$ cat config.mk
export PLATFORM = sky130hd
export DESIGN_NAME = multiple_seq_ctrl
export DESIGN_NICKNAME = d
export VERILOG_FILES = /design/src/rtl/multiple_seq_ctrl_pkg.sv /design/src/rtl/multiple_seq_ctrl_lsb_pick.sv /design/src/rtl/multiple_seq_ctrl.sv
export SDC_FILE = /design/constraint.sdc
export NUM_CORES = 1
export LEC_CHECK = 0
export ABC_CLOCK_PERIOD_IN_PS = 5400
export BUFFER_PORTS_ARGS = -buffer_cell sky130_fd_sc_hd__buf_2
export CAP_MARGIN = 20
export CORE_MARGIN = 1
export CORE_UTILIZATION = 30
export DETAILED_ROUTE_END_ITERATION = 16
export PLACE_DENSITY_LB_ADDON = 0.25
export SETUP_SLACK_MARGIN = 0.02
export SYNTH_ARGS = -nofsm -noshare
export SYNTH_HDL_FRONTEND = slang
export SYNTH_SLANG_ARGS = --single-unit
$ cat constraint.sdc
create_clock -name clk -period 5.4 [get_ports clk]
set_input_delay 1.35 -clock clk [delete_from_list [all_inputs] [get_ports clk]]
set_output_delay 1.35 -clock clk [all_outputs]
set_load 0.01 [all_outputs]
$ cat src/rtl/multiple_seq_ctrl_pkg.sv
// Shared definitions for the Thumb LDM/STM/PUSH/POP sequencer: opcodes,
// FSM states, special register numbers and the popcount helper.
package multiple_seq_ctrl_pkg;

  typedef enum logic [1:0] {
    OP_STM  = 2'b00,
    OP_LDM  = 2'b01,
    OP_PUSH = 2'b10,
    OP_POP  = 2'b11
  } op_e;

  typedef enum logic [1:0] {
    ST_IDLE = 2'b00,
    ST_XFER = 2'b01,
    ST_WB   = 2'b10
  } state_e;

  localparam logic [3:0] REG_SP = 4'd13;
  localparam logic [3:0] REG_LR = 4'd14;
  localparam logic [3:0] REG_PC = 4'd15;

  // Register lists up to 16 bits wide are counted here.
  function automatic logic [4:0] bit_count(input logic [15:0] v);
    logic [4:0] n;
    n = '0;
    for (int i = 0; i < 16; i++) begin
      n = n + {4'd0, v[i]};
    end
    return n;
  endfunction

endpackage

$ cat src/rtl/multiple_seq_ctrl_lsb_pick.sv
// Lowest-set-bit encoder: index of the lowest set list bit plus a one-hot
// mask of that bit for clearing it.
module lsb_pick #(
  parameter int LIST_W = 9,
  parameter int IDX_W  = $clog2(LIST_W)
) (
  input  logic [LIST_W-1:0] list,
  output logic [IDX_W-1:0]  idx,
  output logic [LIST_W-1:0] clr_mask
);

  always_comb begin
    clr_mask = list & (~list + LIST_W'(1));
    idx      = '0;
    for (int i = LIST_W - 1; i >= 0; i--) begin
      if (list[i]) idx = IDX_W'(i);
    end
  end

endmodule

$ cat src/rtl/multiple_seq_ctrl.sv
// Decode-stage sequencer for Thumb LDM/STM/PUSH/POP: one transfer per accepted
// cycle (lowest register first), then a single base-register writeback.
module multiple_seq_ctrl
  import multiple_seq_ctrl_pkg::*;
#(
  parameter int LIST_W = 9,
  parameter int AW     = 32
) (
  input  logic              clk,
  input  logic              rst,
  input  logic              start,
  input  logic [1:0]        op,
  input  logic [LIST_W-1:0] reglist,
  input  logic [3:0]        rn_addr,
  input  logic [AW-1:0]     base,
  input  logic              mem_ready,
  output logic              busy,
  output logic              stall,
  output logic [3:0]        reg_addr,
  output logic [AW-1:0]     mem_addr,
  output logic              w_mem_en,
  output logic              w_reg_en,
  output logic              wb_en,
  output logic [3:0]        wb_addr,
  output logic [AW-1:0]     wb_data,
  output logic              done
);

  localparam int IDX_W = $clog2(LIST_W);

  state_e              state, state_n;
  op_e                 op_q;
  logic [3:0]          rn_q;
  logic [LIST_W-1:0]   list_q;
  logic [AW-1:0]       addr_q;
  logic [AW-1:0]       final_q;
  logic                wb_ok_q;

  logic [LIST_W-1:0]   list_in;
  logic [4:0]          cnt_in;
  logic [AW-1:0]       step_in;
  logic [AW-1:0]       first_in;
  logic [AW-1:0]       final_in;
  logic                wb_ok_in;

  logic [IDX_W-1:0]    pick_idx;
  logic [LIST_W-1:0]   pick_mask;
  logic                accept;

  lsb_pick #(.LIST_W(LIST_W), .IDX_W(IDX_W)) u_lsb_pick (
    .list     (list_q),
    .idx      (pick_idx),
    .clr_mask (pick_mask)
  );

  // Start-time setup: effective list, transfer count, first and final address
  always_comb begin
    list_in = reglist;
    if (op_e'(op) == OP_STM || op_e'(op) == OP_LDM) list_in[LIST_W-1] = 1'b0;
    cnt_in   = bit_count(16'(list_in));
    step_in  = AW'(cnt_in) << 2;
    first_in = (op_e'(op) == OP_PUSH) ? base - step_in : base;
    final_in = (op_e'(op) == OP_PUSH) ? base - step_in : base + step_in;
    // Loading the base register itself means its loaded value wins over writeback
    wb_ok_in = (list_in != '0) &&
               !(op_e'(op) == OP_LDM && rn_addr < 4'd8 && list_in[rn_addr[2:0]]);
  end

  assign accept = (state == ST_XFER) && (list_q != '0) && mem_ready;

  always_comb begin
    state_n = state;
    unique case (state)
      ST_IDLE: if (start) state_n = ST_XFER;
      ST_XFER: begin
        if (list_q == '0) state_n = ST_WB;
        else if (mem_ready && (list_q & ~pick_mask) == '0) state_n = ST_WB;
      end
      ST_WB:   state_n = ST_IDLE;
      default: state_n = ST_IDLE;
    endcase
  end

  always_ff @(posedge clk or negedge rst) begin
    if (!rst) begin
      state <= ST_IDLE;
      busy  <= 1'b0;
    end else begin
      state <= state_n;
      busy  <= (state_n != ST_IDLE);
    end
  end

  // Operand registers carry no reset; every output is gated by the state
  always_ff @(posedge clk) begin
    if (state == ST_IDLE && start) begin
      op_q    <= op_e'(op);
      rn_q    <= rn_addr;
      list_q  <= list_in;
      addr_q  <= first_in;
      final_q <= final_in;
      wb_ok_q <= wb_ok_in;
    end else if (accept) begin
      list_q <= list_q & ~pick_mask;
      addr_q <= addr_q + AW'(4);
    end
  end

  always_comb begin
    reg_addr = '0;
    mem_addr = '0;
    w_mem_en = 1'b0;
    w_reg_en = 1'b0;
    wb_en    = 1'b0;
    wb_addr  = '0;
    wb_data  = '0;
    done     = 1'b0;
    if (state == ST_XFER && list_q != '0) begin
      if (int'(pick_idx) >= 8) reg_addr = (op_q == OP_PUSH) ? REG_LR : REG_PC;
      else                     reg_addr = 4'(pick_idx);
      mem_addr = addr_q;
      w_mem_en = (op_q == OP_STM) || (op_q == OP_PUSH);
      w_reg_en = (op_q == OP_LDM) || (op_q == OP_POP);
    end else if (state == ST_WB) begin
      wb_en   = wb_ok_q;
      wb_addr = rn_q;
      wb_data = final_q;
      done    = 1'b1;
    end
  end

  assign stall = start | busy;

endmodule

* After elaboration in Yosys (flattened, before gate mapping)
Index checks and enable logic that the tools add are counted.
Storage, ports and cells: output and inout bits 78, register bits after elaboration 83, input port bits 51, word-level logic and storage cells 91
Operators by class: mux-type cells 36, bitwise logic cells 5, order comparisons 3, equality and inequality tests 7, reductions and logical operators 20, add/subtract/negate cells 12
Operators by type and width (number):
- 32-bit two-way mux | 7
- 4-bit two-way mux | 13
- 32-bit by 3-bit adder with 32-bit output (second input constant) | 1
- 32-bit by 7-bit adder with 32-bit output | 1
- 32-bit by 7-bit subtractor with 32-bit output | 1
- 5-bit by 1-bit adder with 5-bit output | 4
- 9-bit AND | 2
- 9-bit zero test | 2
- 9-bit two-way mux | 2
- 9-bit NOT | 2
- 9-bit nonzero test | 2
- 9-bit by 1-bit adder with 9-bit output (second input constant) | 1
- 1-bit two-way mux | 9
- 2-bit equality test (second input constant) | 4
- 1-bit logical AND | 7
- 2-bit by 1-bit equality test with 1-bit output (second input constant) | 3
- 2-bit zero test | 3
- 2-bit two-way mux | 3
- 4-bit by 1-bit adder with 5-bit output | 1
- 3-bit by 5-bit less-than comparator with 1-bit output (second input constant) | 1
- 3-bit by 1-bit adder with 4-bit output | 1
- 4-bit greater-or-equal comparator (second input constant) | 1
- 4-bit less-than comparator (second input constant) | 1
- 2-bit one-hot mux with 2 select lines | 1
- other kinds (7) | 10

* Logic depth before layout (Yosys ltp)
depth after elaboration 12, depth in mapped cells 16, depth with buffers taken out 15

* Cells and area by module
Synthesis repeated with hierarchy kept, for this count alone.
Second synthesis, totals: cell total of the unflattened synthesis 624, area total of the unflattened synthesis 6139.6 um^2
By module, submodules not included:
- multiple_seq_ctrl | sequential area each 2477.4 um^2, instances 1, area an instance 5983.2 um^2, cells each 600
- lsb_pick | sequential area each 0.0 um^2, instances 1, area an instance 156.4 um^2, cells each 24

* Worst setup path after synthesis
OpenSTA, ideal clock, no wires.
kind in2reg, start point input reglist[0], end point register addr_q[11] (data pin), data required time 5.068 ns, stages 14, path buffers 1, library setup time 0.332 ns, arrival 5.611 ns, path slack -0.543 ns, cells stage by stage fa_1 > inv_1 > fa_1 > fa_1 > fa_1 > fa_1 > inv_1 > ha_1 > or2_2 > a221oi_1 > buf_2 > nor3_1 > xnor2_1 > a21oi_1
On the way: word-level cells in the longest chain between the ends 11
Ends and longest elaborated chain:
- start: declaration | RTL line multiple_seq_ctrl.sv:13 | input logic [LIST_W-1:0] reglist,
- 1-bit by 1-bit adder with 2-bit output | RTL line multiple_seq_ctrl_pkg.sv:27 | n = n + {4'd0, v[i]};
- 2-bit by 1-bit adder with 3-bit output | RTL line multiple_seq_ctrl_pkg.sv:27
- 3-bit by 1-bit adder with 4-bit output | RTL line multiple_seq_ctrl_pkg.sv:27
- 4-bit by 1-bit adder with 5-bit output | RTL line multiple_seq_ctrl_pkg.sv:27
- 5-bit by 1-bit adder with 5-bit output (4 in a row) | RTL line multiple_seq_ctrl_pkg.sv:27
- 32-bit by 7-bit subtractor with 32-bit output | RTL line multiple_seq_ctrl.sv:62 | first_in = (op_e'(op) == OP_PUSH) ? base - step_in : base;
- 32-bit two-way mux | RTL line multiple_seq_ctrl.sv:62
- 32-bit two-way mux | RTL line multiple_seq_ctrl.sv:96 | if (state == ST_IDLE && start) begin
- end signal: assignment | RTL line multiple_seq_ctrl.sv:100 | addr_q <= first_in;
- end signal: assignment | RTL line multiple_seq_ctrl.sv:105 | addr_q <= addr_q + AW'(4);
- end: declaration | RTL line multiple_seq_ctrl.sv:35 | logic [AW-1:0] addr_q;
No other way between the ends. A chain may end at the register's enable or synchronous reset.

* Final worst setup path
Ends and elaborated chain as after synthesis.

==> impl_results.md <==
* Total negative slack at 0 ps
* Gpl congestion at 0.820
* Core Region at 0.0197 sq mm
* Switching Share at 38.1%
* Syn_area_per_cell at 10.2 sq um
* Die X at 145 microns
* Pre-CTS setup slack at -285 ps
* Initial drt markers at 275
* Worst setup EP type: register
* Final WL at 17.1 mm
* Initial Util at 31.0%
* CP arrival at 5380 ps
* Worst Setup Slack, final at 112 ps
* Clock power frac at 20.3%
* Mapped Cells at 600
* Met2 GRT Util at 27.1%
* Largest net degree at the start of global routing at 39
* PD cells at 401 mW/mm^2
* CP required at 5490 ps
* Net count after synthesis at 671
* Gr busiest metal: met2
* Worst Setup Start Kind: input pin
* Worst skew pair latency at 360 ps
* Port Buffer Count at 128
* Final Hold Violating Endpoints at 0
* Final HPWL DP at 12.9 mm
* Grt met1 use at 24.1%
* DR WL/cell at 16.9 microns
* CTS Buffer Depth at 2
* Comb pwr share at 41.9%
* FMAX at 189 MHz
* Most used flip-flop cell after synthesis: edfxtp_1
* Vias in the first global route at 4725
* Total gr overflow at 0
* Leakage at 3.12 nW
* Chip Height at 145 microns
* Placed instance count at 994
* Grt met3 use at 2.99%
* H-tree depth at 3
* Via-per-instance ratio at 4.85
* Count of state elements after synthesis at 83
* Class of the most critical setup path: in -> reg
* Min cycle time layout at 5290 ps
* Max IR drop VDD at 201 uV
* CTS tree: yes
* Nets at 813
* Post-route cell area at 0.00770 sq mm
* Clock sinks at 83
* First-pass GRT wire length at 26.9 mm
* DR pass1 iterations at 5
* GRT Resource Usage Total at 17.3%
* RSZ-0062 raised after global routing: yes
* Num ports at 129
* MaxCap Viol Count at 0
* Final setup vio count at 0
* DRT antenna net count at 0
* Root Driver: clkbuf_16
* Period Utilization, post-route at 97.9%
* Max FO, Critical Path at 10
* Internal power at 1.91 mW
* Sequential Power Share at 37.8%
* Outcome: finished clean
* Register area share after synthesis at 40.6%
* DP Area at 0.00735 sq mm
* Psw at 1.18 mW
* Initial antenna violation count at 1
* Final setup skew at 14.3 ps
* Yosys cell types at 59
* # DRC at 0
* Clock slew at reported path FFs at 70 ps
* Non-Filler Instances at 1013
* Hold Slack at 623 ps
* Via count at 4910
* Slew headroom at 35.2%
* P&R area growth vs syn at 26.2%
* Asr flop ratio synth at 3.61%
* FP Rows at 51
* Warnings from Yosys at 0
* Fill count at 2001
* Share of cells above drive strength 1 at 30.3%
* Post-Syn Area at 0.00611 sq mm
* Worst slew pin tran at 973 ps
* Post-synth EDFFs at 80
* Final slew viol count at 0
* Worst min path class: reg -> reg
* DIE AREA at 0.0209 sq mm
* TritonCTS Buffers at 9
==> through the flow <==
step,utilization (%),power [mW]
2_1_floorplan,-,1.97
5_1_grt,39.1,3.32
3_3_place_gp,37.2,2.46
6_report,39.1,3.09
4_1_cts,38.7,3.11
3_5_place_dp,37.3,2.47
==> worst paths after layout <==
path	end	slack (ps)	start	depth (start not counted)
setup / recovery	addr_q[11]$_DFFE_PP_	110	reglist[0]	16
hold / removal	state[1]$_DFF_PN0_	620	state[1]$_DFF_PN0_	2
setup reg to reg	addr_q[18]$_DFFE_PP_	2450	list_q[2]$_DFFE_PP_	6
hold reg to reg	state[1]$_DFF_PN0_	620	state[1]$_DFF_PN0_	2
max in group asynchronous	state[0]$_DFF_PN0_	4520	rst	1
min in group asynchronous	busy$_DFF_PN0_	780	rst	1
==> power by group through the flow <==
stage / sequential, mW / clock (mW) / combinational [mW]
finish: 1.17 / 0.628 / 1.29
global route: 1.20 / 0.665 / 1.45
CTS: 1.17 / 0.646 / 1.29
detailed placement: 1.18 / 0 / 1.29
global placement: 1.18 / 0 / 1.29
floorplan: 1.12 / 0 / 0.850
==> worst max-delay path, stage by stage <==
cell      delay, ps
buf_2           110
fa_1            540
inv_1            60
fa_1            520
fa_1            430
fa_2            370
fa_1            520
inv_2            80
ha_4            220
or2_4           230
a221oi_4        300
buf_12          200
buf_12          110
nor3_2           40
xnor2_1         190
a21oi_1         100
==> Yosys cell counts, drive strengths merged (7+ instances only) <==
library cell	instances	area (sq um)
edfxtp	80	2400
and2	72	450
xnor2	52	455
nor2	38	143
xor2	32	280
clkbuf	28	105
nand3	26	130
inv	24	90.1
nand2	23	86.3
mux2i	22	220
o21ai	21	105
nor4	20	233
a21oi	15	75.1
and3	14	87.6
ha	13	163
nor3	11	60.1
a31oi	10	62.6
nand4	9	62.6
fa	7	140
==> layout by cell type (no fill, tap or decap), types with 4 or more instances in the layout <==
master,count
nor3_1,9
xor2_1,32
o21a_1,6
nor4_2,9
a31oi_1,10
nor4_4,6
nand2_1,22
inv_1,23
nand4_1,8
nor2b_1,4
nor4b_2,4
fa_1,5
o21ai_0,18
clkbuf_16,9
nor2_1,37
edfxtp_1,80
nor4_1,5
nand3_1,26
and3_1,14
buf_4,32
or3_1,5
buf_12,4
mux2i_1,22
nand3b_1,4
and2_1,72
buf_2,128
and4_1,5
xnor2_1,51
a21oi_1,15
ha_1,11
==> area by class of cell <==
class / count / area [sq um] / share of cell area, %
Clock inverter: 7 / 66.3 / 0.861
Timing Repair Buffer: 164 / 961 / 12.5
Tap cell: 265 / 332 / 4.30
Clock buffer: 9 / 225 / 2.92
Inverter: 25 / 93.8 / 1.22
Multi-Input combinational cell: 459 / 3550 / 46.0
Sequential cell: 83 / 2480 / 32.2
Antenna cell: 1 / 2.50 / 0.0325
==> per-layer routing <==
metal	vias to the layer above	routed length, microns
met2	110	7940
met4	0	250
li1	2447	-
met1	2338	8300
met5	-	0
met3	15	640
==> state kept, by name, indices dropped and copies added, names as in the netlist <==
signal / cells
addr_q: 32
final_q: 32
list_q: 9
rn_q: 4
op_q: 2
state: 2
busy: 1
wb_ok_q: 1
==> cell families after synthesis <==
| group | synth area share [%] |
|---|---|
| multiplexers | 4.34 |
| buffers and inverters | 4.02 |
| AO/OA/AOI/OAI | 8.81 |
| flip-flops | 40.6 |
| AND/OR/NAND/NOR | 25.1 |
| XOR/XNOR | 12.0 |
| adder cells (fa/ha/maj) | 5.12 |
==> repair_timing <==
action | CTS | global route
setup buffers | 0 | 1
hold buffers | 0 | 0
gates resized for setup | 0 | 6
endpoints found under the setup margin | 0 | 20
(Power assumes the default switching activity.)
